[config.mk]
export PLATFORM = sky130hd
export DESIGN_NAME = regfile_param_sb_flat
export DESIGN_NICKNAME = d
export VERILOG_FILES = /design/src/rtl/regfile_param_sb_if.sv /design/src/rtl/regfile_param_sb.sv /design/src/flat_wrapper.sv
export SDC_FILE = /design/constraint.sdc
export NUM_CORES = 2
export LEC_CHECK = 0
export BUFFER_PORTS_ARGS = -buffer_cell sky130_fd_sc_hd__clkbuf_2
export CORE_MARGIN = 2
export CORE_UTILIZATION = 60
export DETAILED_ROUTE_END_ITERATION = 8
export PLACE_DENSITY = 0.78
export SETUP_SLACK_MARGIN = 0.15
export SYNTH_ARGS = -nofsm -noshare
export SYNTH_HDL_FRONTEND = slang
export SYNTH_SLANG_ARGS = --single-unit
[constraint.sdc]
create_clock -name clk -period 39.6 [get_ports clk]
set_input_delay 5.94 -clock clk [delete_from_list [all_inputs] [get_ports clk]]
set_output_delay 5.94 -clock clk [all_outputs]
set_load 0.1 [all_outputs]
[src/rtl/regfile_param_sb_if.sv]
// Decode/writeback-side bus of the miniRV integer register file: read ports,
// writeback, issue, clear control and debug read.
interface regfile_param_sb_if #(
    parameter int unsigned XLEN = 32
);
    logic [4:0]      rs1_addr;
    logic [4:0]      rs2_addr;
    logic [XLEN-1:0] rs1_val;
    logic [XLEN-1:0] rs2_val;
    logic            rs1_busy;
    logic            rs2_busy;
    logic            reg_write;
    logic [4:0]      rd_addr;
    logic [XLEN-1:0] rd_data;
    logic            issue_valid;
    logic [4:0]      issue_rd;
    logic            clear_req;
    logic            clear_busy;
    logic [4:0]      dbg_addr;
    logic [XLEN-1:0] dbg_data;

    modport master (
        output rs1_addr, rs2_addr, reg_write, rd_addr, rd_data,
               issue_valid, issue_rd, clear_req, dbg_addr,
        input  rs1_val, rs2_val, rs1_busy, rs2_busy, clear_busy, dbg_data
    );

    modport slave (
        input  rs1_addr, rs2_addr, reg_write, rd_addr, rd_data,
               issue_valid, issue_rd, clear_req, dbg_addr,
        output rs1_val, rs2_val, rs1_busy, rs2_busy, clear_busy, dbg_data
    );
endinterface

[src/rtl/regfile_param_sb.sv]
// Integer register file (x0 = 0) with pending-write scoreboard and clear sweep.
// Optional same-cycle write-to-read bypass: define REGFILE_BYPASS_EN.
module regfile_param_sb #(
    parameter int unsigned XLEN   = 32,
    parameter int unsigned ADDR_W = 4
) (
    input  logic              clk,
    input  logic              rst,
    regfile_param_sb_if.slave bus
);
    localparam int unsigned       NUM_REGS = 2 ** ADDR_W;
    localparam logic [ADDR_W-1:0] LAST_IDX = ADDR_W'(NUM_REGS - 1);

    typedef enum logic { IDLE, CLEAR } state_t;

    state_t            state;
    logic [ADDR_W-1:0] idx;
    logic              clear_busy_q;
    logic [XLEN-1:0]   regs [NUM_REGS];
    logic [NUM_REGS-1:0] busy;

    // Index must fit the implemented range and must not be x0.
    function automatic logic addr_ok(input logic [4:0] a);
        return ((a >> ADDR_W) == 5'd0) && (a != 5'd0);
    endfunction

    logic              wr_ok;
    logic              iss_ok;
    logic [ADDR_W-1:0] wr_idx;
    logic [ADDR_W-1:0] iss_idx;

    assign wr_ok   = bus.reg_write && addr_ok(bus.rd_addr);
    assign iss_ok  = bus.issue_valid && addr_ok(bus.issue_rd);
    assign wr_idx  = bus.rd_addr[ADDR_W-1:0];
    assign iss_idx = bus.issue_rd[ADDR_W-1:0];

    always_ff @(posedge clk or posedge rst) begin
        if (rst) begin
            state        <= IDLE;
            idx          <= '0;
            clear_busy_q <= 1'b0;
            busy         <= '0;
            for (int unsigned i = 0; i < NUM_REGS; i++) regs[i] <= '0;
        end else begin
            case (state)
                IDLE: begin
                    if (wr_ok) regs[wr_idx] <= bus.rd_data;
                    // Issue beats writeback: a newer producer is still pending.
                    for (int unsigned i = 1; i < NUM_REGS; i++) begin
                        if (iss_ok && iss_idx == ADDR_W'(i))
                            busy[i] <= 1'b1;
                        else if (wr_ok && wr_idx == ADDR_W'(i))
                            busy[i] <= 1'b0;
                    end
                    if (bus.clear_req) begin
                        state        <= CLEAR;
                        idx          <= ADDR_W'(1);
                        clear_busy_q <= 1'b1;
                    end
                end
                CLEAR: begin
                    regs[idx] <= '0;
                    busy[idx] <= 1'b0;
                    if (idx == LAST_IDX) begin
                        state        <= IDLE;
                        idx          <= '0;
                        clear_busy_q <= 1'b0;
                    end else begin
                        idx <= idx + 1'b1;
                    end
                end
                default: state <= IDLE;
            endcase
        end
    end

    assign bus.clear_busy = clear_busy_q;

    always_comb begin
        bus.rs1_val  = addr_ok(bus.rs1_addr) ? regs[bus.rs1_addr[ADDR_W-1:0]] : '0;
        bus.rs2_val  = addr_ok(bus.rs2_addr) ? regs[bus.rs2_addr[ADDR_W-1:0]] : '0;
        bus.rs1_busy = addr_ok(bus.rs1_addr) ? busy[bus.rs1_addr[ADDR_W-1:0]] : 1'b0;
        bus.rs2_busy = addr_ok(bus.rs2_addr) ? busy[bus.rs2_addr[ADDR_W-1:0]] : 1'b0;
        bus.dbg_data = addr_ok(bus.dbg_addr) ? regs[bus.dbg_addr[ADDR_W-1:0]] : '0;
`ifdef REGFILE_BYPASS_EN
        if (wr_ok && state == IDLE && bus.rd_addr == bus.rs1_addr) begin
            bus.rs1_val  = bus.rd_data;
            bus.rs1_busy = iss_ok && (bus.issue_rd == bus.rs1_addr);
        end
        if (wr_ok && state == IDLE && bus.rd_addr == bus.rs2_addr) begin
            bus.rs2_val  = bus.rd_data;
            bus.rs2_busy = iss_ok && (bus.issue_rd == bus.rs2_addr);
        end
`endif
    end
endmodule

[src/flat_wrapper.sv]
// flat-port wrapper written by rule: the top's interface ports become plain ports
module regfile_param_sb_flat 
#(
    parameter int unsigned XLEN   = 32,
    parameter int unsigned ADDR_W = 4
)
  (clk, rst, bus_rs1_addr, bus_rs2_addr, bus_reg_write, bus_rd_addr, bus_rd_data, bus_issue_valid, bus_issue_rd, bus_clear_req, bus_dbg_addr, bus_rs1_val, bus_rs2_val, bus_rs1_busy, bus_rs2_busy, bus_clear_busy, bus_dbg_data);
  regfile_param_sb_if #(.XLEN(XLEN)) bus_i ();
  input  logic clk;
  input  logic rst;
  input wire logic [$bits(bus_i.rs1_addr)-1:0] bus_rs1_addr;
  input wire logic [$bits(bus_i.rs2_addr)-1:0] bus_rs2_addr;
  input wire logic [$bits(bus_i.reg_write)-1:0] bus_reg_write;
  input wire logic [$bits(bus_i.rd_addr)-1:0] bus_rd_addr;
  input wire logic [$bits(bus_i.rd_data)-1:0] bus_rd_data;
  input wire logic [$bits(bus_i.issue_valid)-1:0] bus_issue_valid;
  input wire logic [$bits(bus_i.issue_rd)-1:0] bus_issue_rd;
  input wire logic [$bits(bus_i.clear_req)-1:0] bus_clear_req;
  input wire logic [$bits(bus_i.dbg_addr)-1:0] bus_dbg_addr;
  output wire logic [$bits(bus_i.rs1_val)-1:0] bus_rs1_val;
  output wire logic [$bits(bus_i.rs2_val)-1:0] bus_rs2_val;
  output wire logic [$bits(bus_i.rs1_busy)-1:0] bus_rs1_busy;
  output wire logic [$bits(bus_i.rs2_busy)-1:0] bus_rs2_busy;
  output wire logic [$bits(bus_i.clear_busy)-1:0] bus_clear_busy;
  output wire logic [$bits(bus_i.dbg_data)-1:0] bus_dbg_data;
  assign bus_i.rs1_addr = bus_rs1_addr;
  assign bus_i.rs2_addr = bus_rs2_addr;
  assign bus_i.reg_write = bus_reg_write;
  assign bus_i.rd_addr = bus_rd_addr;
  assign bus_i.rd_data = bus_rd_data;
  assign bus_i.issue_valid = bus_issue_valid;
  assign bus_i.issue_rd = bus_issue_rd;
  assign bus_i.clear_req = bus_clear_req;
  assign bus_i.dbg_addr = bus_dbg_addr;
  assign bus_rs1_val = bus_i.rs1_val;
  assign bus_rs2_val = bus_i.rs2_val;
  assign bus_rs1_busy = bus_i.rs1_busy;
  assign bus_rs2_busy = bus_i.rs2_busy;
  assign bus_clear_busy = bus_i.clear_busy;
  assign bus_dbg_data = bus_i.dbg_data;
  regfile_param_sb #(.XLEN(XLEN), .ADDR_W(ADDR_W)) u_core (.clk(clk), .rst(rst), .bus(bus_i));
endmodule
== After elaboration in Yosys (flattened, before gate mapping) ==
Index checks and enable logic that the tools add are counted.

* Bits of input ports: 62
* Flip-flop bits (word level): 534

* Reductions and logical operators: 51
* Mux-type cells: 67
* Add/subtract/negate cells: 1
* Eq/ne operators: 49
* Bitwise gates (word level): 10
* Magnitude comparators: 11

{| class="wikitable"
|+ Operator list
! kind !! number
|-
| $pmux W512 S2 || 1
|-
| $and A512 B512 Y512 || 1
|-
| $bwmux W512 || 1
|-
| $mux W512 || 1
|-
| $not A512 Y512 || 1
|-
| $bmux W32 S4 || 3
|-
| $mux W32 || 11
|-
| $demux W32 S4 || 2
|-
| $eq A4 B4 Y1 const B || 17
|-
| $ne A3 B1 Y1 const B || 15
|-
| $logic_and A1 B1 Y1 || 40
|-
| $mux W1 || 39
|-
| $eq A4 B3 Y1 const B || 8
|-
| $pmux W15 S2 || 1
|-
| $ge A5 B5 Y1 const B || 5
|-
| $logic_not A5 Y1 || 5
|-
| $not A4 Y5 || 5
|-
| $reduce_bool A5 Y1 || 5
|-
| $and A16 B16 Y16 || 1
|-
| $eq A4 B2 Y1 const B || 4
|-
| $not A16 Y16 || 1
|-
| $lt A4 B5 Y1 const B || 3
|-
| $lt A5 B1 Y1 const B || 2
|-
| $bmux W1 S4 || 2
|-
| other kinds (11) || 15
|}

== Logic depth before layout (Yosys ltp) ==
* Word-level depth: 8
* Gate-level depth with buffers: 7

== Worst setup path after synthesis ==
No wires, ideal clock.

* Path type: input port to output port
* Start point: in bus_dbg_addr[2]
* End point: out bus_dbg_data[30]
* Arrival time: 9.833 ns
* Required time: 33.660 ns
* Path slack: 23.827 ns
* Cell stages on the path: 7
* Buffers on the path: 3
* Cells stage by stage: buf_2 buf_2 buf_2 inv_1 nor2_1 a311oi_1 o41ai_1

* Longest elaborated chain between the ends: 5

{| class="wikitable"
|+ RTL lines
! element !! line !! source
|-
| from (decl) || flat_wrapper.sv:19 || <nowiki>input wire logic [$bits(bus_i.dbg_addr)-1:0] bus_dbg_addr;</nowiki>
|-
| $not A4 Y5 (not written as such) || regfile_param_sb.sv:84 || <nowiki>bus.dbg_data = addr_ok(bus.dbg_addr) ? regs[bus.dbg_addr[ADDR_W-1:0]] : '0;</nowiki>
|-
| $bmux W32 S4 || regfile_param_sb.sv:84 ||
|-
| $mux W32 (not written as such) (2 in series) || regfile_param_sb.sv:84 ||
|-
| $mux W32 * || regfile_param_sb.sv:84 ||
|-
| to (decl) || flat_wrapper.sv:25 || <nowiki>output wire logic [$bits(bus_i.dbg_data)-1:0] bus_dbg_data;</nowiki>
|}

Mark *: on every way between the ends. The rest lies on a longest branch, timed or not. The select of a mux whose other input is x is not followed.

== Worst setup path in the final report ==
* Start point: in bus_dbg_addr[2]
* End point: out bus_dbg_data[21]

Same word-level chain as after synthesis.

==> qor.txt <==
endpoints failing hold = 0
Clk pwr share = 21.9%
CTS root buf = clkbuf_16
CP Data Required Time = 33.66 ns
input/output buffers = 160
mux contribution to synthesized area = 21.8%
fmax = 64.3 MHz
flops & latches, synth = 501
worst hold slack = 0.551 ns
initial antenna violation count = 4
startpoint types = input pin
Synth Area in XOR/XNOR = 0.0272%
YS warnings = 0
Synth Area in Compound Gates = 15.7%
RD Place Congestion = 0.923
CTS tree = done
Critical R2R Launch = u_core.idx[2]
FF-to-FF path depth = 4
CP cell instances = clkbuf_8 > buf_4 > nor3_1 > inv_1 > buf_4 > o21ai_0 > clkbuf_2
DRT Wirelength = 121 mm
Worst Path Max Fanout = 86
Worst Max-Slew Pin Slew = 1.20 ns
nets@finish = 3,829
Post-CTS Setup Bufs = 0
critical path's slowest cell = buf_4
Final Power = 2.37 mW
ys flop type = dfrtp_1
gr usage total = 42.6%
VDD IR-drop max = 0.0000532 V
Slowest Stage Delay on Critical Path = 0.89 ns
Num CTS Buffers = 54
fraction of registers with async set or reset after synthesis = 100%
setup repair after global routing missed its margin = false
max_slew headroom = 20.1%
vias in the first global route = 29,500
Antenna Nets Post-Route = 0
DRC = 0
r2r setup slk = 36.61 ns
Worst setup EP type = output port
setup slack after layout = 24.05 ns
Synth Area in Adders = 0.155%
post-route insts no fill = 4,492
Leak = 15.2 nW
placed cell areas = 33,000 sq um
clk buf depth = 3
fin crit share = 39.3%
DR pass1 iterations = 6
internal power = 1.32 mW
post-CTS resize count = 0
outcome = finished, final reports clean
critical path type = input pin to output port
grt ovf = 0
sequential share of power = 41.4%
Gate Count Post-Synth = 3,848
fraction of layout cells with a size suffix above 1 = 12.2%
Worst-Skew Late Latency = 0.65 ns
clock-pin slew on the worst setup and hold paths = 0.06 ns
Die ar. = 55,500 sq um
pin count of the biggest net entering global routing = 145
DP HPWL = 65.2 mm
die span in y = 236 um
crit path buf inv count = 5
sequential cell area fraction in the yosys report = 38.9%
Setup TNS = 0 ns
R2R Path End = u_core.regs[191]
PwrDens = 68.2 nW/um^2
area delta synth->final = 7.92%
# Max-Cap Violations = 0
Vias = 31,400
Worst Setup Slack post-DPL = 24.26 ns
Setup crit start = bus_dbg_addr[2]
most used cell, CP = buf_4
HP Start = u_core.regs[392]
final setup vio count = 0
initial core utilization = 61.0%
Hold WC Path Type = register to register
number of synthesized flops with an enable pin = 0
vias per inst = 6.99
Worst Path Arrival = 9.61 ns
num rows = 84
CTS Sinks = 501
routed length per instance = 27.0 um
Slew Limit Fails = 0
global-route wire length before repair = 181 mm
Syn Area/Cell = 8.37 sq um
post-route cell area = 34,700 sq um
net count after synthesis = 3,914
min Tclk post-route = 15.55 ns
H-tree lvl count = 2
dpl cells = 4,395
largest family of logic cells by synthesized area = multiplexers
hold path endpoint = u_core.regs[392]
Core Box Area = 52,800 sq um
Gate power share = 36.7%
DR iter-0 viols = 4,823
skew final = 0.0144 ns
worst hold stages = 2
Psw = 1.05 mW
Sw Ratio = 44.2%
Synth Area in Simple Gates = 18.3%
post-synth cell types = 44
Post-CTS Hold Buffers = 0
Die Wd = 236 um
delay-heaviest family, CP = buffers and inverters
I/O pins = 161
cell area after synthesis = 32,200 sq um
Final Util = 65.9%
==> placed cells by master, fill, tap and decap left out, types with 3 or more instances in the layout <==
cell	n
nand2_1	979
mux2i_1	586
dfrtp_1	500
o21ai_0	469
o22ai_1	198
nor2_1	196
clkbuf_2	154
o21ai_1	118
a22oi_1	96
mux2_2	95
nor4_1	90
buf_4	63
clkbuf_16	55
nor2b_1	18
clkbuf_8	17
nand3_2	15
nand3_1	14
o211ai_1	12
clkinv_2	12
clkbuf_1	10
nor2_4	9
nand4bb_2	9
nor2_8	6
inv_1	6
or4b_2	6
nor3_1	5
or4_1	5
nand3b_1	5
nand2b_1	4
ha_1	4
mux4_2	3
a311oi_1	3
nand4b_1	3
o41ai_1	3
nor2b_4	3
buf_6	3
==> how the worst max path moves through the flow <==
stage	to	slack, ns	depth (start not counted)
2_1_floorplan	u_core.bus.clear_busy	19.67	1
3_3_place_gp	bus_dbg_data[31]	24.29	7
3_5_place_dp	bus_dbg_data[31]	24.26	7
4_1_cts	bus_dbg_data[31]	24.26	7
5_1_grt	bus_dbg_data[31]	24.11	7
6_report	bus_dbg_data[21]	24.05	7
==> Yosys cell counts, drive strengths merged (4+ instances only) <==
master,instances,area (sq um)
nand4bb,11,124
o21ai,587,2940
inv,7,26.3
clkbuf,207,792
mux2i,586,5870
o211ai,12,90.1
ha,4,50.1
a22oi,96,721
dfrtp,501,12500
or3,4,25.0
nand3b,6,57.6
or4,5,37.5
nor2,211,917
buf,158,820
or3b,4,35.0
nor2b,21,131
nand2,979,3670
nor3,5,25.0
or4b,7,70.1
nand3,29,145
nor4,90,563
o22ai,198,1240
nand4b,4,41.3
mux2,95,1070
nand2b,4,25.0
==> layer usage <==
metal / GRT usage [%] / up-vias / wire, um
met5: 0 / - / 52
met4: 25.7 / 8 / 8310
met3: 13.9 / 659 / 17600
met2: 62.3 / 2616 / 51300
met1: 55.1 / 14800 / 44200
li1: - / 13300 / -
==> flip-flops by register name, summed over array words and instances, names as in the netlist <==
signal	cells
u_core.regs	480
u_core.bus.clear_busy	1
u_core.busy	15
u_core.state	1
u_core.idx	4
==> cells by family (layout without fill, tap and decap cells) <==
logic type / Yosys count / after routing
xor+xnor: 1 / 1
simple gates: 1383 / 1383
mux: 684 / 684
fa+ha+maj: 4 / 4
flops: 501 / 501
compound gates: 903 / 903
other cells: 0 / 1
buf+inv: 372 / 327
==> tightest hold or removal path, cell delays in order, from the launching register on <==
cell     delay [ns]
dfrtp_1        0.40
nand2_1        0.07
o21ai_1        0.05
==> power by group through the flow <==
stage                     clock network [mW]  registers (mW)  logic, mW
after floorplan                            0           0.906      0.664
after CTS                              0.515           0.965      0.853
after global placement                     0           0.961      0.823
after global routing                   0.538            1.01      0.939
final                                  0.518           0.981      0.871
after detailed placement                   0           0.969      0.849
==> cell type report <==
type,instances,area (sq um)
Antenna cell,1,2.50
Clock inverter,17,160
Fill cell,4271,18000
Tap cell,688,861
Clock buffer,79,1610
Timing Repair Buffer,224,1340
Sequential cell,501,12500
Multi-Input combinational cell,2975,18200
Inverter,7,33.8
(Power assumes the default switching activity.)
